## src/rtl/branch_sequencer.sv

```systemverilog
// Branch/jump resolution sequencer: captures in ID, resolves in EX, redirects and flushes from MEM.
// Optional statistics counters are enabled by defining BRANCH_STATS_EN.
module branch_sequencer (
  input  logic        Clk,
  input  logic        Rst,
  input  logic [1:0]  ID_BrType,
  input  logic [31:0] ID_PCPlus4,
  input  logic [31:0] ID_Imm,
  input  logic [25:0] ID_JIdx,
  input  logic        Stall,
  input  logic        EX_Zero,
  output logic        Redirect,
  output logic [31:0] TargetPC,
  output logic        Flush_IF_ID,
  output logic        Flush_ID_EX,
  output logic        Flush_EX_MEM,
  output logic        Busy,
  output logic [31:0] BranchCount,
  output logic [31:0] TakenCount
);

  typedef enum logic [1:0] {
    BR_NONE = 2'b00,
    BR_BEQ  = 2'b01,
    BR_BNE  = 2'b10,
    BR_J    = 2'b11
  } br_t;

  br_t         id_type;
  br_t         ex_type;
  logic        ex_valid;
  logic [31:0] ex_target;
  logic        ex_taken;
  logic        mem_valid;
  logic        mem_taken;
  logic [31:0] mem_target;
  logic [31:0] id_target;
  logic        unused_imm_hi;

  assign id_type       = br_t'(ID_BrType);
  // Offset bits 31:30 are shifted out of the word-to-byte conversion.
  assign unused_imm_hi = ^ID_Imm[31:30];

  always_comb begin
    id_target = ID_PCPlus4 + {ID_Imm[29:0], 2'b00};
    if (id_type == BR_J)
      id_target = {ID_PCPlus4[31:28], ID_JIdx, 2'b00};
  end

  always_comb begin
    ex_taken = 1'b0;
    case (ex_type)
      BR_BEQ:  ex_taken = EX_Zero;
      BR_BNE:  ex_taken = ~EX_Zero;
      BR_J:    ex_taken = 1'b1;
      default: ex_taken = 1'b0;
    endcase
  end

  always_ff @(posedge Clk or negedge Rst) begin
    if (!Rst) begin
      ex_valid   <= 1'b0;
      ex_type    <= BR_NONE;
      ex_target  <= '0;
      mem_valid  <= 1'b0;
      mem_taken  <= 1'b0;
      mem_target <= '0;
    end else if (Redirect) begin
      ex_valid  <= 1'b0;
      mem_valid <= 1'b0;
    end else begin
      // MEM advances on both the stall and normal paths; only EX differs.
      mem_valid  <= ex_valid;
      mem_taken  <= ex_taken;
      mem_target <= ex_target;
      if (Stall) begin
        ex_valid <= 1'b0;
      end else begin
        ex_valid  <= (id_type != BR_NONE);
        ex_type   <= id_type;
        ex_target <= id_target;
      end
    end
  end

  assign Redirect     = mem_valid & mem_taken;
  assign TargetPC     = mem_valid ? mem_target : '0;
  assign Flush_IF_ID  = Redirect;
  assign Flush_ID_EX  = Redirect;
  assign Flush_EX_MEM = Redirect;
  assign Busy         = ex_valid | mem_valid;

`ifdef BRANCH_STATS_EN
  logic [31:0] branch_cnt;
  logic [31:0] taken_cnt;

  always_ff @(posedge Clk or negedge Rst) begin
    if (!Rst) begin
      branch_cnt <= '0;
      taken_cnt  <= '0;
    end else begin
      if (mem_valid) branch_cnt <= branch_cnt + 32'd1;
      if (Redirect)  taken_cnt  <= taken_cnt + 32'd1;
    end
  end

  assign BranchCount = branch_cnt;
  assign TakenCount  = taken_cnt;
`else
  assign BranchCount = '0;
  assign TakenCount  = '0;
`endif

endmodule

```

## config.mk

```make
export PLATFORM = sky130hd
export DESIGN_NAME = branch_sequencer
export DESIGN_NICKNAME = d
export VERILOG_FILES = /design/src/rtl/branch_sequencer.sv
export SDC_FILE = /design/constraint.sdc
export NUM_CORES = 1
export LEC_CHECK = 0
export BUFFER_PORTS_ARGS = -buffer_cell sky130_fd_sc_hd__buf_2
export CORE_ASPECT_RATIO = 0.6
export CORE_UTILIZATION = 46
export CTS_CLUSTER_DIAMETER = 60
export CTS_CLUSTER_SIZE = 24
export DETAILED_ROUTE_END_ITERATION = 8
export PLACE_DENSITY = 0.76
export SLEW_MARGIN = 5
export SYNTH_ARGS = -nofsm -noshare
export SYNTH_HDL_FRONTEND = slang
export SYNTH_SLANG_ARGS = --single-unit
```

## constraint.sdc

```tcl
create_clock -name Clk -period 2.2 [get_ports Clk]
set_input_delay 0 -clock Clk [delete_from_list [all_inputs] [get_ports Clk]]
set_output_delay 0 -clock Clk [all_outputs]
set_load 0.01 [all_outputs]
```

==> metrics.md, run 1 <==
| Metric | Value |
|---|---|
| IO Port Bufs | 130 |
| First-pass GRT wire length | 21700 um |
| Hold_ws | 7.04 ps |
| GRT Overall Usage | 25.8% |
| Crit-path max FO | 3 |
| Mapped cell area | 0.00495 mm^2 |
| Core Rows | 28 |
| Cell with the most instances after synthesis | dfrtp_1 |
| Layout cells sized above 1 | 33.9% |
| Root buf cell | clkbuf_16 |
| RSZ-0062 raised after global routing | yes |
| Yosys top cell by area | dfrtp_1 |
| Core area | 0.0102 mm^2 |
| Worst vdd ir | 0.472 mV |
| CP Class | input port to flop |
| Number of CTS-inserted buffers | 9 |
| Total grt overflow | 0 |
| Hpwl dp | 10600 um |
| Top post-synthesis cells by area | dfrtp_1 (35%), buf_4 (10%), ha_1 (7.3%) |
| Post-synth top area share | 34.9% |
| Seq cells post-synth | 69 |
| IO Count | 197 |
| Slew @ Worst Pin | 774 ps |
| Comb power frac | 33.0% |
| Startpoint Class | input port |
| Arr. time, crit path | 2320 ps |
| Clock-pin slew on the worst setup and hold paths | 50 ps |
| Final Power | 0.00484 W |
| Ys Warns | 0 |
| Pwr/cell area | 743 mW/mm^2 |
| Met3 wire length | 911 um |
| Max-slew violation count | 0 |
| Final setup fails | 0 |
| Clk sink count | 69 |
| Die ar. | 0.0112 mm^2 |
| Max_cap viols | 0 |
| Peak Freq | 473 MHz |
| Max layer used | met4 |
| Post-Synthesis Cells | 549 |
| Post-Route M1 WL | 6500 um |
| Share of the yosys chip area belonging to registers | 34.9% |
| Leakage | 3.31 nW |
| DR iter-0 viols | 324 |
| Final Wtd Congestion | 0.904 |
| Longest Clk Path Bufs | 2 |
| Final Util | 64.1% |
| Initial antenna violation count | 0 |
| Antenna Nets Post-Route | 0 |
| Flop pwr share | 36.6% |
| Hold crit path type | input port to flop |
| Final hold vios | 0 |
| Slew HR | 48.4% |
| Fill cell count | 872 |
| Post-DR wirelength/cell | 15.9 um |
| Status | complete, no violations |
| Worst Path Required | 2400 ps |
| Pint | 0.00328 W |
| Net load switching power | 0.00156 W |
| Synth cell count leaders | dfrtp_1 (69), buf_4 (67), nand2_1 (57), a21oi_1 (47) |
| Die height | 82.4 um |
| Crit. End Element | flop |
| Post-synth EDFFs | 0 |
| Initial core utilization | 48.7% |
| Worst-skew pair later-pin latency | 340 ps |
| Clock power share | 30.4% |
| Post-synth top flop | dfrtp_1 |
| Fin crit period | 2110 ps |
| Drt pass-1 iters | 4 |
| TritonCTS clock tree | done |
| Met2 WL | 6470 um |
| Switching power share of the total | 32.2% |
| Antenna diodes | 0 |
| Vias per cell | 5.08 |
| Via count | 4496 |
| Async SR Flop Fraction | 100% |
| Final period utilization | 96.0% |
| Area grow syn2layout | 31.6% |
| Vias in the first global route | 4431 |
| Yosys cell types | 55 |
| H-tree Lvls | 3 |
| Largest net degree at the start of global routing | 38 |
| Clock Skew | 6.74 ps |
| Post-Route WL | 14100 um |
| Mean Syn Cell Area | 9.02 um^2 |
| Die width | 136 um |
| Drt drc | 0 |
| Nets@finish | 871 |
[layout make-up]
type / count / area [um^2] / share of cell area, %
Sequential cell: 69 / 1730 / 26.5
Multi-Input combinational cell: 444 / 2940 / 45.1
Inverter: 12 / 45.0 / 0.691
Clock buffer: 11 / 243 / 3.73
Tap cell: 135 / 169 / 2.59
Timing Repair Buffer: 209 / 1330 / 20.5
Clock inverter: 5 / 58.8 / 0.903
[through the flow]
step | cell area [um^2] | setup WS, ps | instances | TNS, ps
final | 6520 | 87.1 | 885 | 0
after global routing | 6520 | -7.92 | 885 | -12.4
after CTS | 6470 | 6.99 | 883 | 0
after detailed placement | 5830 | -396 | 836 | -3840
after global placement | 5830 | -351 | 836 | -2960
after floorplan | 5230 | 21.7 | 612 | 0
[cells in the final DEF, fill, tap and decap left out, types with 31 or more instances in the layout]
master / n
dlygate4sd3_1: 31
conb_1: 64
buf_2: 130
dfrtp_1: 69
nor2_1: 33
nand2_1: 57
mux2_2: 32
and2_1: 34
a21oi_1: 43
buf_4: 47
[layer usage]
| layer | up-vias | GRT usage, % |
|---|---|---|
| met4 | 0 | 8.00 |
| met2 | 174 | 41.6 |
| li1 | 2161 | - |
| met5 | - | 0 |
| met1 | 2140 | 34.6 |
| met3 | 21 | 5.86 |
[worst paths after layout]
check,start,endpoint,slack (ps),cells past startpoint
worst min register to register,ex_valid$_DFF_PN0_,mem_valid$_DFF_PN0_,460,1
worst max register to register,mem_valid$_DFF_PN0_,ex_target[26]$_DFFE_PN0P_,560,7
min in group asynchronous,Rst,mem_target[7]$_DFFE_PN0N_,280,2
max in group asynchronous,Rst,ex_type[0]$_DFFE_PN0P_,1240,3
worst min-delay path,ID_JIdx[16],ex_target[18]$_DFFE_PN0P_,7,4
worst max-delay path,ID_PCPlus4[2],ex_target[26]$_DFFE_PN0P_,90,13
[sequential cells by signal, summed over array words and instances, names as in the netlist]
| name | flops |
|---|---|
| ex_target | 32 |
| ex_type | 2 |
| mem_taken | 1 |
| mem_valid | 1 |
| mem_target | 32 |
| ex_valid | 1 |
[power by group through the flow]
| stage | clock network [W] | logic, W | registers, W |
|---|---|---|---|
| CTS | 0.00150 | 0.00157 | 0.00177 |
| global placement | 0 | 0.00147 | 0.00177 |
| floorplan | 0 | 0.00108 | 0.00173 |
| detailed placement | 0 | 0.00151 | 0.00179 |
| global route | 0.00156 | 0.00176 | 0.00181 |
| finish | 0.00147 | 0.00160 | 0.00177 |
[logic make-up after synthesis]
| group | count (synthesis) | synth area share (%) |
|---|---|---|
| XOR/XNOR | 25 | 4.42 |
| other | 1 | 0.0757 |
| buffers and inverters | 99 | 12.7 |
| multiplexers | 34 | 7.68 |
| AND/OR/NAND/NOR | 171 | 16.7 |
| AO/OA/AOI/OAI | 120 | 15.7 |
| flip-flops | 69 | 34.9 |
| adder cells (fa/ha/maj) | 30 | 7.73 |
[worst max-delay path: stages]
cell and delay [ps]:
buf_2 100, ha_1 220, fa_2 360, a21oi_2 140, o21ai_1 80, a21o_1 210, a2111oi_4 370, or3_4 200
nand3_2 80, a31oi_2 210, buf_4 140, xnor2_1 100, o21ai_0 90
[repair_timing]
action                     in CTS  in global routing
hold endpoints to repair       63                  0
pin swaps                       3                  5
hold buffers                   31                  0
buffers inserted                0                  2
setup endpoints to repair       3                 12
resized for setup               4                  8
gates cloned                    0                  0
(Power assumes the default switching activity.)
==> inputs of run 2 (changes only) <==
--- a/config.mk
+++ b/config.mk
@@ -9,3 +9,3 @@
 export CORE_ASPECT_RATIO = 0.6
-export CORE_UTILIZATION = 46
+export CORE_UTILIZATION = 45
 export CTS_CLUSTER_DIAMETER = 60
@@ -13,4 +13,4 @@
 export DETAILED_ROUTE_END_ITERATION = 8
-export PLACE_DENSITY = 0.76
-export SLEW_MARGIN = 5
+export PLACE_DENSITY = 0.78
+export SLEW_MARGIN = 30
 export SYNTH_ARGS = -nofsm -noshare
==> constraint.sdc (replaced) <==
create_clock -name Clk -period 1.89 [get_ports Clk]
set_input_delay 0.567 -clock Clk [delete_from_list [all_inputs] [get_ports Clk]]
set_output_delay 0.567 -clock Clk [all_outputs]
set_load 0.01 [all_outputs]
==> metrics.md, run 2 (same netlist as run 1, synthesis figures left out) <==
| Metric | Value |
|---|---|
| Status | complete, but fails checks |
| Failing checks | negative setup slack |
| Clock Skew | 4.12 ps |
| Max-slew violation count | 0 |
| Worst-skew pair later-pin latency | 340 ps |
| Antenna Nets Post-Route | 0 |
| Via count | 4589 |
| Die width | 137 um |
| Max_cap viols | 0 |
| First-pass GRT wire length | 21400 um |
| GRT Overall Usage | 24.3% |
| Startpoint Class | input port |
| Biggest regs | ex_target (32), mem_target (32), ex_type (2) |
| Die height | 83.3 um |
| Longest Clk Path Bufs | 2 |
| Peak Freq | 374 MHz |
| R2R setup slack | 260 ps |
| Final period utilization | 141% |
| Initial antenna violation count | 0 |
| Largest net degree at the start of global routing | 70 |
| Die ar. | 0.0114 mm^2 |
| Reg-to-reg endpoint | ex_target[26]$_DFFE_PN0P_ |
| Arr. time, crit path | 2890 ps |
| Vias in the first global route | 4468 |
| Switching power share of the total | 32.5% |
| Final Wtd Congestion | 0.868 |
| Crit. End Element | flop |
| Comb power frac | 35.9% |
| Post-DR wirelength/cell | 15.4 um |
| Clock-pin slew on the worst setup and hold paths | 60 ps |
| Final hold vios | 0 |
| Worst r2r src | mem_valid$_DFF_PN0_ |
| Drt drc | 0 |
| Hpwl dp | 10400 um |
| Post-Route WL | 13800 um |
| Most common cell after layout, fill and taps aside | buf_2 |
| Pwr/cell area | 850 mW/mm^2 |
| Fill cell count | 860 |
| IO Count | 197 |
| Nets@finish | 881 |
| Core area | 0.0106 mm^2 |
| Leakage | 3.50 nW |
| Most frequent cells in the layout | buf_2 (124), buf_4 (75), dfrtp_1 (69) |
| Pint | 0.00399 W |
| Clock power share | 29.0% |
| Final Power | 0.00590 W |
| CP endpoint | ex_target[26]$_DFFE_PN0P_ |
| Vias per cell | 5.10 |
| Total grt overflow | 0 |
| Flop pwr share | 35.1% |
| Crit. Startpoint | ID_PCPlus4[2] |
| Final setup fails | 24 |
| Worst Path Required | 2100 ps |
| Root buf cell | clkbuf_16 |
| Final instance area | 0.00694 mm^2 |
| CP Class | input port to flop |
| Fin crit period | 2670 ps |
| IO Port Bufs | 130 |
| Worst vdd ir | 0.587 mV |
| Drt pass-1 iters | 5 |
| H-tree Lvls | 3 |
| RSZ-0062 raised after global routing | yes |
| TritonCTS clock tree | done |
| Initial core utilization | 46.6% |
| Net load switching power | 0.00192 W |
| Core Rows | 29 |
| Crit-path max FO | 2 |
| CTS Hold Buffers Added | 0 |
| Area grow syn2layout | 40.3% |
| FF-to-FF path depth | 6 |
| Clk sink count | 69 |
| Antenna diodes | 0 |
| Layout cells sized above 1 | 44.7% |
| Hold crit path type | input port to asynchronous set/reset pin |
| Cell Area, Placed | 0.00614 mm^2 |
| Slack of the critical path | -782 ps |
| DR iter-0 viols | 196 |
| Number of CTS-inserted buffers | 9 |
| Slew @ Worst Pin | 655 ps |
| Slew HR | 55.9% |
==> run 2: changes by cell type in the layout (fill, tap and decap cells not counted), moves of 6 or more <==
cell / previous run / this run
a21oi_1: 43 / 33
a21oi_2: 4 / 12
buf_2: 130 / 124
buf_4: 47 / 75
buf_6: 0 / 15
dlygate4sd3_1: 31 / 0
ha_1: 27 / 21
ha_4: 1 / 7
o21ai_0: 26 / 11
o21ai_1: 4 / 15
xnor2_1: 15 / 6
xnor2_2: 0 / 9
==> run 2: through the flow <==
step | TNS [ps] | utilization, % | hold WS (ps) | setup WS (ps) | cells
floorplan | -12520 | - | 271 | -854 | 612
global placement | -20360 | 57.8 | 450 | -1060 | 872
detailed placement | -22490 | 57.8 | 459 | -1180 | 872
CTS | -12850 | 63.5 | 262 | -758 | 895
global route | -15510 | 65.3 | 274 | -885 | 899
finish | -13420 | 65.3 | 247 | -782 | 899
==> run 2: what timing repair did <==
action | in CTS | in global routing
pin swaps | 42 | 31
resized for setup | 56 | 36
endpoints found under the setup margin | 24 | 31
buffers inserted | 7 | 5
==> run 2: power by group through the flow <==
stage / clock, W / combinational, W / sequential [W]
2_1_floorplan: 0 / 0.00128 / 0.00201
3_3_place_gp: 0 / 0.00180 / 0.00206
3_5_place_dp: 0 / 0.00186 / 0.00210
4_1_cts: 0.00174 / 0.00201 / 0.00207
5_1_grt: 0.00179 / 0.00231 / 0.00212
6_report: 0.00171 / 0.00212 / 0.00207
==> run 2: layout make-up <==
class | count | area, um^2 | share of cell area [%]
clock buffer | 11 | 243 | 3.50
clock inverter | 5 | 60.1 | 0.865
tap | 139 | 174 | 2.50
inverter | 12 | 45.0 | 0.649
timing repair buffer | 219 | 1440 | 20.7
multi-input combinational | 444 | 3260 | 46.9
sequential | 69 | 1730 | 24.9
==> run 2: worst min-delay path by stage <==
stage          cells past startpoint                   endpoint                startpoint
2_1_floorplan                      0   ex_target[0]$_DFFE_PN0P_                       Rst
3_3_place_gp                       2   ex_target[0]$_DFFE_PN0P_  ex_target[0]$_DFFE_PN0P_
3_5_place_dp                       2   ex_target[1]$_DFFE_PN0P_  ex_target[1]$_DFFE_PN0P_
4_1_cts                            2  mem_target[2]$_DFFE_PN0N_                       Rst
5_1_grt                            2   ex_target[3]$_DFFE_PN0P_                       Rst
6_report                           2  mem_target[0]$_DFFE_PN0N_                       Rst
==> run 2: critical path: stages <==
cell and delay, ps:
buf_6 100, ha_4 150, fa_2 370, a21oi_4 160
o21ai_2 80, a21o_1 200, a2111oi_4 360, buf_4 180
or3_4 130, nand3_4 80, a31oi_4 200, buf_6 130
xnor2_2 100, o21ai_1 90
==> run 2: routing by layer <==
metal / part of all wire (%) / global-route usage, % / up-vias
met2: 49 / 40.5 / 147
met5: 0 / 0 / -
met1: 44 / 31.5 / 2247
met4: 1.2 / 6.59 / 0
met3: 5.5 / 5.62 / 15
li1: - / - / 2180
